`config.mk`:
```
export PLATFORM = sky130hd
export DESIGN_NAME = hazard_unit_flat
export DESIGN_NICKNAME = d
export VERILOG_FILES = /design/src/rtl/hazard_unit_pkg.sv /design/src/rtl/hazard_unit_if.sv /design/src/rtl/hazard_unit_fwd_sel.sv /design/src/rtl/hazard_unit.sv /design/src/flat_wrapper.sv
export SDC_FILE = /design/constraint.sdc
export NUM_CORES = 1
export LEC_CHECK = 0
export BUFFER_PORTS_ARGS = -buffer_cell sky130_fd_sc_hd__buf_4
export CORE_MARGIN = 10
export CORE_UTILIZATION = 51
export DETAILED_ROUTE_END_ITERATION = 10
export HOLD_SLACK_MARGIN = 0.03
export MAX_ROUTING_LAYER = met4
export PLACE_DENSITY = 0.88
export REMOVE_ABC_BUFFERS = 1
export SLEW_MARGIN = 10
export SYNTH_ARGS = -nofsm -noshare
export SYNTH_HDL_FRONTEND = slang
export SYNTH_SLANG_ARGS = --single-unit
```
`constraint.sdc`:
```
create_clock -name clk -period 3.15 [get_ports clk]
set_clock_uncertainty 0.2 [all_clocks]
set_input_delay 0.4725 -clock clk [delete_from_list [all_inputs] [get_ports clk]]
set_output_delay 0.4725 -clock clk [all_outputs]
set_load 0.01 [all_outputs]
```
`src/rtl/hazard_unit_pkg.sv`:
```
// Shared encodings for the pipeline hazard controller: mux selects, memory FSM states
// and the per-stage stall/flush bundle.
package hazard_unit_pkg;

  typedef enum logic [1:0] {
    FwdRf  = 2'b00,
    FwdWb  = 2'b01,
    FwdMem = 2'b10
  } fwd_sel_e;

  typedef enum logic [1:0] {
    PcPlus4  = 2'b00,
    PcBranch = 2'b01,
    PcJalr   = 2'b10
  } pc_sel_e;

  typedef enum logic [1:0] {
    StRun,
    StWait,
    StHalt
  } mem_state_e;

  typedef struct packed {
    logic stall_if;
    logic stall_id;
    logic stall_ex;
    logic stall_mem;
    logic flush_id;
    logic flush_ex;
    logic bubble_wb;
  } stage_ctrl_t;

endpackage

```
`src/rtl/hazard_unit_if.sv`:
```
// Pipeline-to-hazard-unit bundle: stage register ids and flags in, mux selects,
// stage controls and performance counters out.
interface hazard_unit_if #(
  parameter int unsigned CNT_W = 32
);
  logic [4:0]       i_id_rs1, i_id_rs2;
  logic             i_id_rs1_used, i_id_rs2_used;
  logic [4:0]       i_ex_rs1, i_ex_rs2, i_ex_rd;
  logic             i_ex_regwrite, i_ex_memread;
  logic             i_ex_branch_taken, i_ex_jal, i_ex_jalr;
  logic [4:0]       i_mem_rd;
  logic             i_mem_regwrite;
  logic [4:0]       i_wb_rd;
  logic             i_wb_regwrite;
  logic             i_dmem_req, i_dmem_ready;
  logic [1:0]       o_fwd_a_sel, o_fwd_b_sel, o_pc_sel;
  logic             o_stall_if, o_stall_id, o_stall_ex, o_stall_mem;
  logic             o_flush_id, o_flush_ex, o_bubble_wb, o_halt_err;
  logic [CNT_W-1:0] o_stall_cnt, o_flush_cnt;

  modport master (
    output i_id_rs1, i_id_rs2, i_id_rs1_used, i_id_rs2_used,
    output i_ex_rs1, i_ex_rs2, i_ex_rd, i_ex_regwrite, i_ex_memread,
    output i_ex_branch_taken, i_ex_jal, i_ex_jalr,
    output i_mem_rd, i_mem_regwrite, i_wb_rd, i_wb_regwrite, i_dmem_req, i_dmem_ready,
    input  o_fwd_a_sel, o_fwd_b_sel, o_pc_sel,
    input  o_stall_if, o_stall_id, o_stall_ex, o_stall_mem,
    input  o_flush_id, o_flush_ex, o_bubble_wb, o_halt_err, o_stall_cnt, o_flush_cnt
  );

  modport slave (
    input  i_id_rs1, i_id_rs2, i_id_rs1_used, i_id_rs2_used,
    input  i_ex_rs1, i_ex_rs2, i_ex_rd, i_ex_regwrite, i_ex_memread,
    input  i_ex_branch_taken, i_ex_jal, i_ex_jalr,
    input  i_mem_rd, i_mem_regwrite, i_wb_rd, i_wb_regwrite, i_dmem_req, i_dmem_ready,
    output o_fwd_a_sel, o_fwd_b_sel, o_pc_sel,
    output o_stall_if, o_stall_id, o_stall_ex, o_stall_mem,
    output o_flush_id, o_flush_ex, o_bubble_wb, o_halt_err, o_stall_cnt, o_flush_cnt
  );

endinterface

```
`src/rtl/hazard_unit_fwd_sel.sv`:
```
// Forwarding select for one ALU operand; the MEM-stage producer is younger and wins.
module hazard_unit_fwd_sel
  import hazard_unit_pkg::*;
(
  input  logic [4:0] i_src,
  input  logic [4:0] i_mem_rd,
  input  logic       i_mem_regwrite,
  input  logic [4:0] i_wb_rd,
  input  logic       i_wb_regwrite,
  output fwd_sel_e   o_sel
);

  always_comb begin
    o_sel = FwdRf;
    if (i_mem_regwrite && (i_mem_rd != 5'd0) && (i_mem_rd == i_src)) begin
      o_sel = FwdMem;
    end else if (i_wb_regwrite && (i_wb_rd != 5'd0) && (i_wb_rd == i_src)) begin
      o_sel = FwdWb;
    end
  end

endmodule

```
`src/rtl/hazard_unit.sv`:
```
// Five-stage pipeline hazard controller: operand forwarding, redirect flushes, load-use
// stalls, data-memory wait/timeout sequencing and stall/flush performance counters.
module hazard_unit
  import hazard_unit_pkg::*;
#(
  parameter int unsigned MAX_WAIT = 16,
  parameter int unsigned CNT_W    = 32
) (
  input  logic         clk,
  input  logic         rstn,
  hazard_unit_if.slave bus
);

  localparam int unsigned WaitW = $clog2(MAX_WAIT + 1);
  localparam logic [WaitW-1:0] WaitMax = WaitW'(MAX_WAIT);

  mem_state_e       r_state, w_state_d;
  logic [WaitW-1:0] r_wait_cnt, w_wait_cnt_d;
  logic             r_halt_err;
  logic [CNT_W-1:0] r_stall_cnt, r_flush_cnt;

  fwd_sel_e    w_fwd_a, w_fwd_b;
  pc_sel_e     w_pc_sel;
  stage_ctrl_t w_ctrl, w_ctrl_out;
  logic        w_mem_miss, w_freeze, w_redirect, w_load_use;

  hazard_unit_fwd_sel u_fwd_sel_a (
    .i_src          (bus.i_ex_rs1),
    .i_mem_rd       (bus.i_mem_rd),
    .i_mem_regwrite (bus.i_mem_regwrite),
    .i_wb_rd        (bus.i_wb_rd),
    .i_wb_regwrite  (bus.i_wb_regwrite),
    .o_sel          (w_fwd_a)
  );

  hazard_unit_fwd_sel u_fwd_sel_b (
    .i_src          (bus.i_ex_rs2),
    .i_mem_rd       (bus.i_mem_rd),
    .i_mem_regwrite (bus.i_mem_regwrite),
    .i_wb_rd        (bus.i_wb_rd),
    .i_wb_regwrite  (bus.i_wb_regwrite),
    .o_sel          (w_fwd_b)
  );

  assign w_mem_miss = bus.i_dmem_req & ~bus.i_dmem_ready;
  assign w_freeze   = w_mem_miss | (r_state == StHalt);
  assign w_redirect = ~w_freeze & (bus.i_ex_jalr | bus.i_ex_branch_taken | bus.i_ex_jal);
  assign w_load_use = ~w_freeze & ~w_redirect & bus.i_ex_memread & (bus.i_ex_rd != 5'd0) &
                      ((bus.i_id_rs1_used & (bus.i_ex_rd == bus.i_id_rs1)) |
                       (bus.i_id_rs2_used & (bus.i_ex_rd == bus.i_id_rs2)));

  always_comb begin
    w_ctrl   = '0;
    w_pc_sel = PcPlus4;
    if (w_freeze) begin
      w_ctrl.stall_if  = 1'b1;
      w_ctrl.stall_id  = 1'b1;
      w_ctrl.stall_ex  = 1'b1;
      w_ctrl.stall_mem = 1'b1;
      w_ctrl.bubble_wb = 1'b1;
    end else if (w_redirect) begin
      w_pc_sel        = bus.i_ex_jalr ? PcJalr : PcBranch;
      w_ctrl.flush_id = 1'b1;
      w_ctrl.flush_ex = 1'b1;
    end else if (w_load_use) begin
      w_ctrl.stall_if = 1'b1;
      w_ctrl.stall_id = 1'b1;
      w_ctrl.flush_ex = 1'b1;
    end
  end

  // Wait counter holds the number of consecutive not-ready cycles seen so far.
  always_comb begin
    w_state_d    = r_state;
    w_wait_cnt_d = r_wait_cnt;
    unique case (r_state)
      StRun: begin
        if (w_mem_miss) begin
          w_wait_cnt_d = WaitW'(1);
          w_state_d    = (MAX_WAIT <= 1) ? StHalt : StWait;
        end
      end
      StWait: begin
        if (bus.i_dmem_ready) begin
          w_state_d    = StRun;
          w_wait_cnt_d = '0;
        end else if ((r_wait_cnt + 1'b1) >= WaitMax) begin
          w_state_d    = StHalt;
          w_wait_cnt_d = WaitMax;
        end else begin
          w_wait_cnt_d = r_wait_cnt + 1'b1;
        end
      end
      StHalt: ;
      default: w_state_d = StRun;
    endcase
  end

  always_ff @(posedge clk or negedge rstn) begin
    if (!rstn) begin
      r_state     <= StRun;
      r_wait_cnt  <= '0;
      r_halt_err  <= 1'b0;
      r_stall_cnt <= '0;
      r_flush_cnt <= '0;
    end else begin
      r_state     <= w_state_d;
      r_wait_cnt  <= w_wait_cnt_d;
      r_halt_err  <= r_halt_err | (w_state_d == StHalt);
      r_stall_cnt <= r_stall_cnt + CNT_W'(w_ctrl.stall_if);
      r_flush_cnt <= r_flush_cnt + CNT_W'(w_ctrl.flush_ex);
    end
  end

  // Combinational controls are held quiet while reset is asserted.
  assign w_ctrl_out      = rstn ? w_ctrl : '0;
  assign bus.o_fwd_a_sel = rstn ? w_fwd_a : FwdRf;
  assign bus.o_fwd_b_sel = rstn ? w_fwd_b : FwdRf;
  assign bus.o_pc_sel    = rstn ? w_pc_sel : PcPlus4;
  assign bus.o_stall_if  = w_ctrl_out.stall_if;
  assign bus.o_stall_id  = w_ctrl_out.stall_id;
  assign bus.o_stall_ex  = w_ctrl_out.stall_ex;
  assign bus.o_stall_mem = w_ctrl_out.stall_mem;
  assign bus.o_flush_id  = w_ctrl_out.flush_id;
  assign bus.o_flush_ex  = w_ctrl_out.flush_ex;
  assign bus.o_bubble_wb = w_ctrl_out.bubble_wb;
  assign bus.o_halt_err  = r_halt_err;
  assign bus.o_stall_cnt = r_stall_cnt;
  assign bus.o_flush_cnt = r_flush_cnt;

endmodule

```
`src/flat_wrapper.sv`:
```
// flat-port wrapper written by rule: the top's interface ports become plain ports
module hazard_unit_flat import hazard_unit_pkg::*;
#(
  parameter int unsigned MAX_WAIT = 16,
  parameter int unsigned CNT_W    = 32
)
  (clk, rstn, bus_i_id_rs1, bus_i_id_rs2, bus_i_id_rs1_used, bus_i_id_rs2_used, bus_i_ex_rs1, bus_i_ex_rs2, bus_i_ex_rd, bus_i_ex_regwrite, bus_i_ex_memread, bus_i_ex_branch_taken, bus_i_ex_jal, bus_i_ex_jalr, bus_i_mem_rd, bus_i_mem_regwrite, bus_i_wb_rd, bus_i_wb_regwrite, bus_i_dmem_req, bus_i_dmem_ready, bus_o_fwd_a_sel, bus_o_fwd_b_sel, bus_o_pc_sel, bus_o_stall_if, bus_o_stall_id, bus_o_stall_ex, bus_o_stall_mem, bus_o_flush_id, bus_o_flush_ex, bus_o_bubble_wb, bus_o_halt_err, bus_o_stall_cnt, bus_o_flush_cnt);
  hazard_unit_if #(.CNT_W(CNT_W)) bus_i ();
  input  logic clk;
  input  logic rstn;
  input wire logic [$bits(bus_i.i_id_rs1)-1:0] bus_i_id_rs1;
  input wire logic [$bits(bus_i.i_id_rs2)-1:0] bus_i_id_rs2;
  input wire logic [$bits(bus_i.i_id_rs1_used)-1:0] bus_i_id_rs1_used;
  input wire logic [$bits(bus_i.i_id_rs2_used)-1:0] bus_i_id_rs2_used;
  input wire logic [$bits(bus_i.i_ex_rs1)-1:0] bus_i_ex_rs1;
  input wire logic [$bits(bus_i.i_ex_rs2)-1:0] bus_i_ex_rs2;
  input wire logic [$bits(bus_i.i_ex_rd)-1:0] bus_i_ex_rd;
  input wire logic [$bits(bus_i.i_ex_regwrite)-1:0] bus_i_ex_regwrite;
  input wire logic [$bits(bus_i.i_ex_memread)-1:0] bus_i_ex_memread;
  input wire logic [$bits(bus_i.i_ex_branch_taken)-1:0] bus_i_ex_branch_taken;
  input wire logic [$bits(bus_i.i_ex_jal)-1:0] bus_i_ex_jal;
  input wire logic [$bits(bus_i.i_ex_jalr)-1:0] bus_i_ex_jalr;
  input wire logic [$bits(bus_i.i_mem_rd)-1:0] bus_i_mem_rd;
  input wire logic [$bits(bus_i.i_mem_regwrite)-1:0] bus_i_mem_regwrite;
  input wire logic [$bits(bus_i.i_wb_rd)-1:0] bus_i_wb_rd;
  input wire logic [$bits(bus_i.i_wb_regwrite)-1:0] bus_i_wb_regwrite;
  input wire logic [$bits(bus_i.i_dmem_req)-1:0] bus_i_dmem_req;
  input wire logic [$bits(bus_i.i_dmem_ready)-1:0] bus_i_dmem_ready;
  output wire logic [$bits(bus_i.o_fwd_a_sel)-1:0] bus_o_fwd_a_sel;
  output wire logic [$bits(bus_i.o_fwd_b_sel)-1:0] bus_o_fwd_b_sel;
  output wire logic [$bits(bus_i.o_pc_sel)-1:0] bus_o_pc_sel;
  output wire logic [$bits(bus_i.o_stall_if)-1:0] bus_o_stall_if;
  output wire logic [$bits(bus_i.o_stall_id)-1:0] bus_o_stall_id;
  output wire logic [$bits(bus_i.o_stall_ex)-1:0] bus_o_stall_ex;
  output wire logic [$bits(bus_i.o_stall_mem)-1:0] bus_o_stall_mem;
  output wire logic [$bits(bus_i.o_flush_id)-1:0] bus_o_flush_id;
  output wire logic [$bits(bus_i.o_flush_ex)-1:0] bus_o_flush_ex;
  output wire logic [$bits(bus_i.o_bubble_wb)-1:0] bus_o_bubble_wb;
  output wire logic [$bits(bus_i.o_halt_err)-1:0] bus_o_halt_err;
  output wire logic [$bits(bus_i.o_stall_cnt)-1:0] bus_o_stall_cnt;
  output wire logic [$bits(bus_i.o_flush_cnt)-1:0] bus_o_flush_cnt;
  assign bus_i.i_id_rs1 = bus_i_id_rs1;
  assign bus_i.i_id_rs2 = bus_i_id_rs2;
  assign bus_i.i_id_rs1_used = bus_i_id_rs1_used;
  assign bus_i.i_id_rs2_used = bus_i_id_rs2_used;
  assign bus_i.i_ex_rs1 = bus_i_ex_rs1;
  assign bus_i.i_ex_rs2 = bus_i_ex_rs2;
  assign bus_i.i_ex_rd = bus_i_ex_rd;
  assign bus_i.i_ex_regwrite = bus_i_ex_regwrite;
  assign bus_i.i_ex_memread = bus_i_ex_memread;
  assign bus_i.i_ex_branch_taken = bus_i_ex_branch_taken;
  assign bus_i.i_ex_jal = bus_i_ex_jal;
  assign bus_i.i_ex_jalr = bus_i_ex_jalr;
  assign bus_i.i_mem_rd = bus_i_mem_rd;
  assign bus_i.i_mem_regwrite = bus_i_mem_regwrite;
  assign bus_i.i_wb_rd = bus_i_wb_rd;
  assign bus_i.i_wb_regwrite = bus_i_wb_regwrite;
  assign bus_i.i_dmem_req = bus_i_dmem_req;
  assign bus_i.i_dmem_ready = bus_i_dmem_ready;
  assign bus_o_fwd_a_sel = bus_i.o_fwd_a_sel;
  assign bus_o_fwd_b_sel = bus_i.o_fwd_b_sel;
  assign bus_o_pc_sel = bus_i.o_pc_sel;
  assign bus_o_stall_if = bus_i.o_stall_if;
  assign bus_o_stall_id = bus_i.o_stall_id;
  assign bus_o_stall_ex = bus_i.o_stall_ex;
  assign bus_o_stall_mem = bus_i.o_stall_mem;
  assign bus_o_flush_id = bus_i.o_flush_id;
  assign bus_o_flush_ex = bus_i.o_flush_ex;
  assign bus_o_bubble_wb = bus_i.o_bubble_wb;
  assign bus_o_halt_err = bus_i.o_halt_err;
  assign bus_o_stall_cnt = bus_i.o_stall_cnt;
  assign bus_o_flush_cnt = bus_i.o_flush_cnt;
  hazard_unit #(.MAX_WAIT(MAX_WAIT), .CNT_W(CNT_W)) u_core (.clk(clk), .rstn(rstn), .bus(bus_i));
endmodule
```
---- After elaboration in Yosys (flattened, before gate mapping) ----
Index checks and enable logic that the tools add are counted.
word-level totals
  word-level logic and storage cells ...... 75
  register bits after elaboration ......... 72
  output and inout bits ................... 78
  input port bits ......................... 48
operators by class
  $add $sub $neg .......................... 3
  bitwise logic cells ..................... 16
  reductions and logical operators ........ 12
  multiplexer cells ....................... 28
  order comparisons ....................... 1
  equality and inequality tests ........... 10
operators by type and width
  kind                                                              number
  32-bit by 1-bit adder with 32-bit output                          2
  2-bit two-way mux                                                 16
  5-bit == test                                                     6
  5-bit two-way mux                                                 3
  5-bit nonzero test                                                3
  5-bit case mux with 2 select lines                                1
  1-bit AND                                                         8
  7-bit two-way mux                                                 1
  1-bit logical AND                                                 6
  1-bit two-way mux                                                 6
  2-bit case mux with 3 select lines                                1
  5-bit by 1-bit adder with 5-bit output (second input constant)    1
  5-bit >= comparator (second input constant)                       1
  1-bit OR                                                          5
  2-bit == test (second input constant)                             2
  1-bit inverter                                                    3
  2-bit by 1-bit == test with 1-bit output (second input constant)  1
  2-bit logical NOT                                                 1
  2-bit by 1-bit != test with 1-bit output (second input constant)  1
  2-bit AND reduction                                               1
  2-bit nonzero test                                                1

---- Depth between registers and ports, before layout ----
  depth after elaboration ................. 14
  depth in mapped cells ................... 11
  depth with buffers taken out ............ 10

---- Modules after synthesis ----
Synthesis repeated with hierarchy kept, for this count alone.
unflattened totals
  cell total of the unflattened synthesis .. 370
  area, all modules ....................... 3,886.2 sq um
modules (own cells, without submodules)
  module               times used  sequential area each (sq um)  cells each  area each (sq um)
  hazard_unit          1           1,801.7                       330         3,583.4
  hazard_unit_fwd_sel  2           0.0                           20          151.4

---- Worst setup path before layout ----
OpenSTA, ideal clock, no wires.
  path kind ............................... input port to flip-flop
  start point ............................. input port bus_i_ex_rd[3]
  end point ............................... register u_core.r_flush_cnt[18] (netlist: u_core.bus.o_flush_cnt[18])
  buffers on the path ..................... 0
  data required time ...................... 2.824 ns
  cell stages on the path ................. 10
  library setup time ...................... 0.126 ns
  slack ................................... 0.449 ns
  arrival ................................. 2.375 ns
  cells stage by stage .................... xor2_1 nor4_1 a32oi_1 o21ai_1 ha_1 ha_1 nand2_1 nor4_4 nand4_1 xnor2_1
between the ends
  cells in the longest elaborated chain, start to end .. 8
  elaborated cells on any way between the ends .. 12
  those cells by class .................... add/sub: 1; eq/ne: 2; mux: 3; bitwise: 5; reduce/logical: 1
RTL lines
  what                                          line                                  text
  start: declaration                            flat_wrapper.sv:17                    input wire logic [$bits(bus_i.i_ex_rd)-1:0] bus_i_ex_rd;
  5-bit == test (on tied branches)              hazard_unit.sv:49, hazard_unit.sv:50
  1-bit AND (on tied branches)                  hazard_unit.sv:49, hazard_unit.sv:50
  1-bit OR                                      hazard_unit.sv:49                     ((bus.i_id_rs1_used & (bus.i_ex_rd == bus.i_id_rs1)) |
  1-bit AND (*)                                 hazard_unit.sv:48                     assign w_load_use = ~w_freeze & ~w_redirect & bus.i_ex_memread & (bus.i_ex_rd != 5'd0) &
  1-bit two-way mux (*)                         hazard_unit.sv:65                     end else if (w_load_use) begin
  1-bit two-way mux (*)                         hazard_unit.sv:61                     end else if (w_redirect) begin
  2-bit two-way mux (*)                         hazard_unit.sv:55                     if (w_freeze) begin
  32-bit by 1-bit adder with 32-bit output (*)  hazard_unit.sv:111                    r_flush_cnt <= r_flush_cnt + CNT_W'(w_ctrl.flush_ex);
  end signal: assignment                        hazard_unit.sv:111
  end: declaration                              hazard_unit.sv:20                     logic [CNT_W-1:0] r_stall_cnt, r_flush_cnt;
Every way passes the cells marked *; elsewhere a longest branch is shown, timed or not.
A chain may end at the register's enable or synchronous reset.

---- Final worst setup path ----
  start point ............................. input port rstn
  end point ............................... output port bus_o_fwd_a_sel[0]
between the ends
  cells in the longest elaborated chain, start to end .. 1
RTL lines
  what                line                text
  start: declaration  flat_wrapper.sv:10  input logic rstn;
  2-bit two-way mux   hazard_unit.sv:117  assign bus.o_fwd_a_sel = rstn ? w_fwd_a : FwdRf;
  end: declaration    flat_wrapper.sv:29  output wire logic [$bits(bus_i.o_fwd_a_sel)-1:0] bus_o_fwd_a_sel;
Every way passes these cells.

==> flow_summary.toml <==
[timing]
fin_tns_setup_ns = 0
setup_violations = 0
worst_slew_margin_rel_pct = 63.7
period_needed_ns = 2.84
fin_hold_ws_ns = 0.103
slew_violations = 0
rsz0062_at_grt = "no"
fin_crit_sh_pct = 90.2
timing.final.hold_violations = 0
fmax_mhz = 352
max_slew.worst_pin.slew_ns = 0.544

[global_routing]
grt_use_total_pct = 18.0
grt_max_degree = 46
overflow = 0
grt_pass1_wl_mm = 16.1
antenna_found_initial = 0
grt_pass1_vias = 3289

[final_layout]
diodes = 0
nets = 537
area_growth_pct = 35.6
layout-drive-gt1-share_pct = 33.7
postLayoutCoreUtil_pct = 70.6

[synth]
synth_edf_count = 0
synthCells = 344
seq_area_frac_synth_pct = 48.0
netlist_top_cells_area = "dfrtp_1, xnor2_1, xor2_1, nand3_1, nand4_1"
yosys_register_bits = 72
yosys.area.top_type = "dfrtp_1"
ys.flop_type = "dfrtp_1"
synth_area_um2 = 3760
synth_cell_types = 38
yosys_warnings = 0
synth_area_per_cell_um2 = 10.9
synth_top_area_share_pct = 48.0
synth-async-reset-ratio_pct = 100

[die]
dieHeight_um = 106
die_area_um2 = 11200
core_um2 = 7210
initial_core_util_pct = 52.1
dieWidth_um = 106
rows = 31
pin_count = 126

[critical_path]
critPathMaxFanout = 7
crit_required_ns = 2.48
critPathLaunchType = "input port"
r2r_slack_ns = 0.61
ff2ff_path_depth = 12
worstPathArrival_ns = 2.17
r2r-end = "u_core.bus.o_flush_cnt[24]"
worst-setup-path-type = "in2out"
crit_path_end_kind = "output port"
timing.rr.start = "u_core.r_state[0]"

[detailed_routing]
drc = 0
totalWireLength_mm = 9.78
wl_per_cell_um = 16.6
vias = 3090
via_per_inst = 5.26
drt_pass1_iterations = 4
ant_nets = 0
first_iter_violations = 127

[run_status]
status = "complete, no violations"

[placed_design]
hpwl_mm = 7.68
place_congestion = 0.812
io_buffers = 124

[power_and_ir_drop]
leakage_uw = 0.00245
power_frac_clock_pct = 35.4
ir_worst_vdd_mv = 0.247
combPwrFrac_pct = 19.0
p_int_uw = 1780
netSwitchingFraction_pct = 28.7
power_frac_seq_pct = 45.6
power.switching_uw = 718
p_per_area_nw_per_um2 = 491

[hold_path]
min_to = "u_core.r_state[0]"
hold_path.class = "in2reg"
hold_depth = 2
min-delay-start = "bus_i_dmem_ready"

[clocking]
cts_made_buffers = 9
cts.sinks = 72
postCtsSetupRepairBufs = 0
path_clk_slew_ns = 0.08
clockBufferDepth = 2
clock_latency_ns = 0.35
cts_root_buf = "clkbuf_8"
tritoncts = "built"
htreeDepth = 3

[run]
drv_cap = 0
==> repair_timing <==
| item | CTS | global route |
|---|---|---|
| gates resized for setup | 0 | 0 |
| hold endpoints to repair | 1 | 0 |
| hold buffers | 1 | 0 |
==> cells in the mapped netlist (3+ instances only) <==
library cell   n
and4_1         3
ha_1           5
nand4_1       20
buf_4          4
nor4_1         6
and2_1         6
inv_1          6
xnor2_1       55
nand2_1       28
xor2_1        36
nor2_1        12
nand3_1       30
nor3_2         4
and3_1         7
dfrtp_1       72
nor4_4         4
o21ai_1        4
nor3_1         6
or4_1          6
o21ai_0        5
nand4_2        4
==> through the flow <==
| stage | cell area [um^2] | setup slack (ns) | cells | total power, uW |
|---|---|---|---|---|
| after detailed placement | 4840 | 0.133 | 571 | 1640 |
| after global placement | 4840 | 0.180 | 571 | 1620 |
| after global routing | 5090 | 0.190 | 588 | 2630 |
| after CTS | 5090 | 0.302 | 588 | 2530 |
| final | 5090 | 0.309 | 588 | 2500 |
| after floorplan | 3730 | 0.449 | 340 | 1340 |
==> worst max path at each step <==
stage / depth (start not counted) / endpoint / startpoint / slack, ns
after detailed placement: 12 / u_core.bus.o_flush_cnt[24] / bus_i_ex_rd[3] / 0.13
after floorplan: 10 / u_core.bus.o_flush_cnt[18] / bus_i_ex_rd[3] / 0.45
after CTS: 6 / bus_o_fwd_a_sel[0] / rstn / 0.30
after global routing: 6 / bus_o_fwd_a_sel[0] / rstn / 0.19
after global placement: 12 / u_core.bus.o_flush_cnt[24] / bus_i_ex_rd[3] / 0.18
final: 6 / bus_o_fwd_a_sel[0] / rstn / 0.31
==> layer usage <==
metal / wire (um) / track usage, %
met3: 800 / 5.48
met5: 0 / -
met1: 4270 / 21.9
met4: 137 / 6.96
met2: 4560 / 27.7
==> layout by cell type, fill, tap and decap left out, types with 2 or more instances in the layout <==
master      synthesis  layout
o21ai_0             5       5
dfrtp_1            72      72
nand4_2             4       4
o211ai_1            2       2
clkbuf_8            0       9
o21ai_1             4       4
ha_1                5       5
nor4_4              4       4
nand2_1            28      28
inv_1               6       6
buf_4               4     132
nor3_1              6       6
nand3_1            30      30
and4_1              3       3
nand4_1            20      20
bufinv_16           0       3
and2_1              6       6
xor2_1             36      36
xnor2_1            55      55
nor2b_1             2       2
or4_1               6       6
and3_1              7       7
nor4_1              6       6
nor2_1             12      12
a21oi_1             2       2
nor4_2              2       2
clkinvlp_4          0       2
nor3_2              4       4
==> kinds of logic (layout without fill, tap and decap cells) <==
group	Yosys count	count (layout)	synth area share, %
AND/OR/NAND/NOR	147	147	24.6
XOR/XNOR	91	91	21.2
flip-flops	72	72	48.0
AO/OA/AOI/OAI	18	18	2.90
buffers and inverters	10	155	1.40
adder cells (fa/ha/maj)	5	5	1.67
multiplexers	1	1	0.266
==> sequential cells by signal, indices dropped and copies added (netlist names) <==
| register | count |
|---|---|
| u_core.bus.o_flush_cnt | 32 |
| u_core.bus.o_halt_err | 1 |
| u_core.bus.o_stall_cnt | 32 |
| u_core.r_state | 2 |
| u_core.r_wait_cnt | 5 |
==> power groups by stage <==
stage | combinational (uW) | sequential (uW) | clock (uW)
after floorplan | 159 | 1180 | 0
after CTS | 486 | 1140 | 900
after detailed placement | 483 | 1160 | 0
after global routing | 526 | 1160 | 948
final | 476 | 1140 | 885
after global placement | 471 | 1150 | 0
==> worst max-delay path, cell delays in order <==
cell and delay, ns:
dlygate4sd3_1 0.53, buf_4 0.16, o211ai_1 0.12, or4_1 0.58, nor4_2 0.15, buf_4 0.16
==> cell type report <==
type / count / area, um^2
timing repair buffer: 133 / 1000
fill: 539 / 2120
multi-input combinational: 262 / 1900
clock inverter: 7 / 119
clock buffer: 9 / 124
tap: 99 / 124
inverter: 6 / 22.5
sequential: 72 / 1800
(Power assumes the default switching activity.)
